==> src/rtl/axi4_lite_arbiter_2to1.sv <==
// Two-master to one-slave AXI4-Lite arbiter. Write and read paths each own an
// independent round-robin FSM; the grant is held for the whole transaction.
module axi4_lite_arbiter_2to1 #(
   parameter int ASZ = 4,
   parameter int DSZ = 8
) (
   input  logic             clk,
   input  logic             _rst,
   input  logic [2*ASZ-1:0] m_awaddr,
   input  logic [1:0]       m_awvalid,
   output logic [1:0]       m_awready,
   input  logic [2*DSZ-1:0] m_wdata,
   input  logic [1:0]       m_wvalid,
   output logic [1:0]       m_wready,
   output logic [1:0]       m_bresp,
   output logic [1:0]       m_bvalid,
   input  logic [1:0]       m_bready,
   input  logic [2*ASZ-1:0] m_araddr,
   input  logic [1:0]       m_arvalid,
   output logic [1:0]       m_arready,
   output logic [2*DSZ-1:0] m_rdata,
   output logic [1:0]       m_rvalid,
   input  logic [1:0]       m_rready,
   output logic [1:0]       m_rresp,
   output logic [ASZ-1:0]   s_awaddr,
   output logic             s_awvalid,
   input  logic             s_awready,
   output logic [DSZ-1:0]   s_wdata,
   output logic             s_wvalid,
   input  logic             s_wready,
   input  logic             s_bresp,
   input  logic             s_bvalid,
   output logic             s_bready,
   output logic [ASZ-1:0]   s_araddr,
   output logic             s_arvalid,
   input  logic             s_arready,
   input  logic [DSZ-1:0]   s_rdata,
   input  logic             s_rvalid,
   input  logic             s_rresp,
   output logic             s_rready
);

   typedef enum logic [1:0] {W_IDLE, W_ADDR, W_DATA, W_RESP} wstate_t;
   typedef enum logic [1:0] {R_IDLE, R_ADDR, R_DATA} rstate_t;

   wstate_t        wstate, wstate_nxt;
   rstate_t        rstate, rstate_nxt;
   logic           wgnt, wgnt_nxt, wlast, wlast_nxt;
   logic           rgnt, rgnt_nxt, rlast, rlast_nxt;
   logic [ASZ-1:0] awaddr_g, araddr_g;
   logic [DSZ-1:0] wdata_g;

   assign awaddr_g = wgnt ? m_awaddr[2*ASZ-1:ASZ] : m_awaddr[ASZ-1:0];
   assign wdata_g  = wgnt ? m_wdata[2*DSZ-1:DSZ]  : m_wdata[DSZ-1:0];
   assign araddr_g = rgnt ? m_araddr[2*ASZ-1:ASZ] : m_araddr[ASZ-1:0];

   // last=1 out of reset so master 0 wins the first contention
   always_ff @(posedge clk or negedge _rst) begin
      if (!_rst) begin
         wstate <= W_IDLE;
         wgnt   <= 1'b0;
         wlast  <= 1'b1;
         rstate <= R_IDLE;
         rgnt   <= 1'b0;
         rlast  <= 1'b1;
      end else begin
         wstate <= wstate_nxt;
         wgnt   <= wgnt_nxt;
         wlast  <= wlast_nxt;
         rstate <= rstate_nxt;
         rgnt   <= rgnt_nxt;
         rlast  <= rlast_nxt;
      end
   end

   always_comb begin
      wstate_nxt = wstate;
      wgnt_nxt   = wgnt;
      wlast_nxt  = wlast;
      m_awready  = '0;
      m_wready   = '0;
      m_bvalid   = '0;
      m_bresp    = '0;
      s_awaddr   = '0;
      s_awvalid  = 1'b0;
      s_wdata    = '0;
      s_wvalid   = 1'b0;
      s_bready   = 1'b0;
      case (wstate)
         W_IDLE: if (|m_awvalid) begin
            wgnt_nxt   = (&m_awvalid) ? ~wlast : m_awvalid[1];
            wstate_nxt = W_ADDR;
         end
         W_ADDR: begin
            s_awaddr        = awaddr_g;
            s_awvalid       = m_awvalid[wgnt];
            m_awready[wgnt] = s_awready;
            if (m_awvalid[wgnt] && s_awready) wstate_nxt = W_DATA;
         end
         W_DATA: begin
            s_wdata        = wdata_g;
            s_wvalid       = m_wvalid[wgnt];
            m_wready[wgnt] = s_wready;
            if (m_wvalid[wgnt] && s_wready) wstate_nxt = W_RESP;
         end
         W_RESP: begin
            m_bvalid[wgnt] = s_bvalid;
            m_bresp[wgnt]  = s_bresp;
            s_bready       = m_bready[wgnt];
            if (s_bvalid && m_bready[wgnt]) begin
               wlast_nxt  = wgnt;
               wstate_nxt = W_IDLE;
            end
         end
         default: wstate_nxt = W_IDLE;
      endcase
   end

   always_comb begin
      rstate_nxt = rstate;
      rgnt_nxt   = rgnt;
      rlast_nxt  = rlast;
      m_arready  = '0;
      m_rvalid   = '0;
      m_rresp    = '0;
      m_rdata    = '0;
      s_araddr   = '0;
      s_arvalid  = 1'b0;
      s_rready   = 1'b0;
      case (rstate)
         R_IDLE: if (|m_arvalid) begin
            rgnt_nxt   = (&m_arvalid) ? ~rlast : m_arvalid[1];
            rstate_nxt = R_ADDR;
         end
         R_ADDR: begin
            s_araddr        = araddr_g;
            s_arvalid       = m_arvalid[rgnt];
            m_arready[rgnt] = s_arready;
            if (m_arvalid[rgnt] && s_arready) rstate_nxt = R_DATA;
         end
         R_DATA: begin
            m_rvalid[rgnt] = s_rvalid;
            m_rresp[rgnt]  = s_rresp;
            if (rgnt) m_rdata[2*DSZ-1:DSZ] = s_rdata;
            else      m_rdata[DSZ-1:0]     = s_rdata;
            s_rready = m_rready[rgnt];
            if (s_rvalid && m_rready[rgnt]) begin
               rlast_nxt  = rgnt;
               rstate_nxt = R_IDLE;
            end
         end
         default: rstate_nxt = R_IDLE;
      endcase
   end

endmodule

==> config.mk <==
export PLATFORM = sky130hd
export DESIGN_NAME = axi4_lite_arbiter_2to1
export DESIGN_NICKNAME = d
export VERILOG_FILES = /design/src/rtl/axi4_lite_arbiter_2to1.sv
export SDC_FILE = /design/constraint.sdc
export NUM_CORES = 1
export LEC_CHECK = 0
export ABC_AREA = 1
export BUFFER_PORTS_ARGS = -buffer_cell sky130_fd_sc_hd__buf_2
export CAP_MARGIN = 5
export CORE_MARGIN = 3
export CORE_UTILIZATION = 36
export CTS_BUF_LIST = sky130_fd_sc_hd__clkbuf_8
export CTS_CLUSTER_DIAMETER = 50
export DETAILED_ROUTE_END_ITERATION = 8
export GPL_TIMING_DRIVEN = 1
export PLACE_DENSITY = 0.87
export SKIP_CTS_REPAIR_TIMING = 1
export SLEW_MARGIN = 20
export SYNTH_ARGS = -nofsm -noshare
export SYNTH_HDL_FRONTEND = slang
export SYNTH_SLANG_ARGS = --single-unit
==> constraint.sdc <==
create_clock -name clk -period 2 [get_ports clk]
set_clock_uncertainty 0.1 [all_clocks]
set_input_delay 0.4 -clock clk [delete_from_list [all_inputs] [get_ports clk]]
set_output_delay 0.4 -clock clk [all_outputs]
set_load 0.01 [all_outputs]
Yosys cells after proc, flatten, opt, wreduce, memory -nomap -nowiden
Cells that the tools add are included.
{"block": "op_classes", "magnitude_cmp": 4, "n_eq_ne": 12, "reduce_logical": 19, "n_bitwise": 9, "mux": 46}
{"operator": "$mux 8", "count": 4}
{"operator": "$mux 2", "count": 14}
{"operator": "$mux 1", "count": 19}
{"operator": "$mux 16", "count": 1}
{"operator": "$mux 4", "count": 4}
{"operator": "$and 2x2->2", "count": 7}
{"operator": "$ne 2x2->1 const B", "count": 7}
{"operator": "$reduce_and 2->1", "count": 6}
{"operator": "$pmux 2 s4", "count": 1}
{"operator": "$logic_and 1x1->1", "count": 7}
{"operator": "$eq 2x2->1 const B", "count": 3}
{"operator": "$pmux 2 s3", "count": 1}
{"operator": "$eq 2x1->1 const B", "count": 2}
{"operator": "$logic_not 2->1", "count": 2}
{"operator": "$lt 1x2->1 const B", "count": 2}
{"operator": "$reduce_and 4->1", "count": 1}
{"operator": "$reduce_or 2->1", "count": 2}
{"operator": "$reduce_and 3->1", "count": 1}
{"operator": "$demux 1 s1", "count": 2}
{"operator": "$ge 1x1->1 const B", "count": 2}
{"operator": "$not 1->1", "count": 2}
{"block": "word_totals", "in_bits": 59, "out_inout_bits": 51, "elab_cells": 96, "register_bits": 8}

Longest topological paths before layout
{"block": "depth", "depth_word": 6, "ltp_mapped": 8, "depth_no_buf": 8}

Worst setup path after synthesis
OpenSTA, ideal clock, no wires.
{"block": "synth_path", "path_type": "register -> output", "startpoint": "register wstate[0]", "endpoint": "output port m_wready[0]", "t_arrival_ns": 1.169, "stages_incl_launch_ff": 6, "required_time_ns": 1.500, "slack_ns": 0.331, "n_path_buf": 1, "path_cell_list": "dfrtp_1 > inv_1 > ha_1 > inv_1 > clkbuf_1 > nor3_1"}
{"block": "synth_between", "elab_chain_len": 2}
{"element": "start, declared", "line": "46", "source": "wstate_t wstate, wstate_nxt;"}
{"element": "start signal, assigned", "line": "67", "source": "wstate <= wstate_nxt;"}
{"element": "$eq 2x2->1", "line": "89", "source": "case (wstate)"}
{"element": "$mux 2", "line": "89"}
{"element": "end, declared", "line": "14", "source": "output logic [1:0] m_wready,"}
No other way between the ends.

Worst setup path in the final report
{"block": "layout_path", "startpoint": "register wstate[0]", "endpoint": "output port s_wvalid"}
{"block": "layout_between", "elab_chain_len": 2}
{"element": "$eq 2x2->1", "line": "89"}
{"element": "$mux 1", "line": "89"}
{"element": "end, declared", "line": "29", "source": "output logic s_wvalid,"}
No other way between the ends.

==> results.tsv <==
metric	value	unit
status	finished, final reports clean	
RSZ-0062 raised after global routing	yes	
max cap viols	0	
Critical Path AT	1.41	ns
FMAX	524	MHz
final hold vios	0	
fin crit share	95.4	%
Reg area	203	µm²
Mapped Avg Cell Area	5.42	µm²
clk sinks	8	
Die Area	0.00360	mm²
Setup WS post-layout	0.0922	ns
switching share of power	53.0	%
cts bufs inserted	3	
initial antenna violation count	0	
largest net degree at the start of global routing	21	
leak pwr	1.12	nW
Slew headroom	77.2	%
flops & latches, synth	8	
CTS max path bufs	2	
Worst VDD drop	736	µV
H-tree Lvls	1	
global-route wire length before repair	5650	µm
post-detail-place hpwl	2850	µm
CTS tree	done	
DRT antenna net count	0	
gr ovfl total	0	
synth unique cells	19	
clk_lat worst skew	0.23	ns
Final Cell Area	0.00165	mm²
drt first pass iters	4	
Initial Util	40.2	%
vias in the first global route	1437	
Die Span X	60.0	µm
combinational share of power	71.1	%
worst endpoint required time	1.50	ns
Core ar.	0.00261	mm²
Nets	367	
PD cells	1110	mW/mm²
R2R cell count	6	
Net Count, Synth	257	
Ys Warns	0	
setup violators final	0	
Final TNS setup	0	ns
Mapped Cells	194	
Place WS	0.342	ns
critical path class	flop to primary output	
Multi-input gate area	671	µm²
post-DR vias/cell	4.64	
max-slew violations	0	
DP Area	0.00160	mm²
row count	18	
Clk pin slew, worst setup/hold paths	0.04	ns
Total Routing Usage GR	20.4	%
fillcell total	253	
share of layout cells above drive strength 1	43.7	%
Period minus WS final	1.91	ns
Worst-Margin Slew	0.342	ns
CP startpoint kind	flop	
GPL Wtd Cong	0.822	
Synth Cell Area	0.00105	mm²
vias	1539	
# diodes	0	
wire length after detailed routing	3410	µm
die span in y	60.0	µm
register share of total power	18.5	%
CP endpoint kind	primary output	
sequential share of the synthesized area	19.3	%
R2R setup slack	0.60	ns
I/O pin total	110	
P_sw	975	µW
Reg-to-Reg End	wstate[0]$_DFFE_PN0P_	
Area Growth Syn to Fin	57.4	%
initial drt markers	79	
Min-Delay Endpoint	wgnt$_DFFE_PN0P_	
DRC viols	0	
number of port buffers	109	
Clock Tree Root	clkbuf_8	
hold path depth	3	
final core utilization	63.3	%
Pint	866	µW
drt wl/cell	10.3	µm
HP Class	input port to flop	
Max Fanout on Critical Path	12	
clock share of power	10.3	%
hold_sp	m_awvalid[1]	
Worst R2R Start	wstate[0]$_DFFE_PN0P_	
[layout make-up]
cell class / instances / share of cell area, %
clock buffer: 3 / 2.50
timing repair buffer: 111 / 34.0
sequential: 8 / 12.3
tap: 30 / 2.27
inverter: 37 / 8.40
multi-input combinational: 143 / 40.5
[power by group through the flow]
stage	clock network [mW]	logic, mW	registers [mW]
floorplan	0	0.951	0.306
global placement	0	1.28	0.333
detailed placement	0	1.30	0.339
CTS	0.198	1.31	0.339
global route	0.205	1.50	0.354
finish	0.190	1.31	0.341
[worst max-delay path, cell delays in order (launching register included)]
cell and delay (ns):
dfrtp_1 0.38, inv_1 0.07, ha_1 0.21, inv_1 0.27, nor2_1 0.10, buf_2 0.16
[worst max-delay path by stage]
stage / from / end / slack, ns
finish: wstate[0]$_DFFE_PN0P_ / s_wvalid / 0.09
global route: wstate[0]$_DFFE_PN0P_ / m_wready[0] / -0.05
CTS: wstate[0]$_DFFE_PN0P_ / s_wvalid / 0.09
detailed placement: wstate[0]$_DFFE_PN0P_ / s_wvalid / 0.34
global placement: wstate[0]$_DFFE_PN0P_ / m_wready[1] / 0.38
floorplan: wstate[0]$_DFFE_PN0P_ / m_wready[0] / 0.33
[synthesized netlist by cell type]
cell type | instances | area, µm²
nand2_1 | 56 | 210
inv_1 | 35 | 131
nor2_1 | 27 | 101
a21oi_1 | 20 | 100
nand2_2 | 9 | 56.3
nor3_1 | 8 | 40.0
dfrtp_1 | 6 | 150
nand3_1 | 5 | 25.0
o21ai_0 | 5 | 25.0
o21ai_1 | 5 | 25.0
ha_1 | 4 | 50.1
buf_2 | 2 | 10.0
buf_6 | 2 | 22.5
dfstp_2 | 2 | 52.6
inv_2 | 2 | 7.51
nand3_2 | 2 | 20.0
nor2_2 | 2 | 12.5
buf_4 | 1 | 7.51
clkbuf_1 | 1 | 3.75
[state kept, by name, indices dropped and copies added (netlist names)]
register / cells
wgnt: 1
rlast: 1
wlast: 1
rgnt: 1
wstate: 2
rstate: 2
[cells in the final DEF, fill, tap and decap left out, types with 6 or more instances in the layout]
cell | Yosys | layout
buf_2 | 2 | 109
nor3_1 | 8 | 8
a21oi_1 | 20 | 20
nand2_1 | 56 | 54
nor2_1 | 27 | 27
inv_1 | 35 | 35
dfrtp_1 | 6 | 6
nand2_2 | 9 | 11
[routing by layer]
layer / vias to the layer above / wire, µm / global-route usage [%]
li1: 807 / - / -
met1: 656 / 1330 / 21.5
met2: 71 / 1700 / 37.8
met3: 5 / 329 / 5.18
met4: 0 / 55 / 8.23
met5: - / 0 / 0
[stage by stage]
| stage | hold WS [ns] | cells | total power [mW] |
|---|---|---|---|
| floorplan | 0.00441 | 194 | 1.26 |
| global placement | 0.149 | 328 | 1.61 |
| detailed placement | 0.155 | 328 | 1.64 |
| CTS | -0.0891 | 331 | 1.85 |
| global route | 0.365 | 332 | 2.06 |
| finish | 0.333 | 332 | 1.84 |
[cells by family after synthesis]
group	synth area share, %
AO/OA/AOI/OAI	14.3
AND/OR/NAND/NOR	44.3
buffers and inverters	17.4
flip-flops	19.3
adder cells (fa/ha/maj)	4.76
Power figures use the tool's default switching activity.
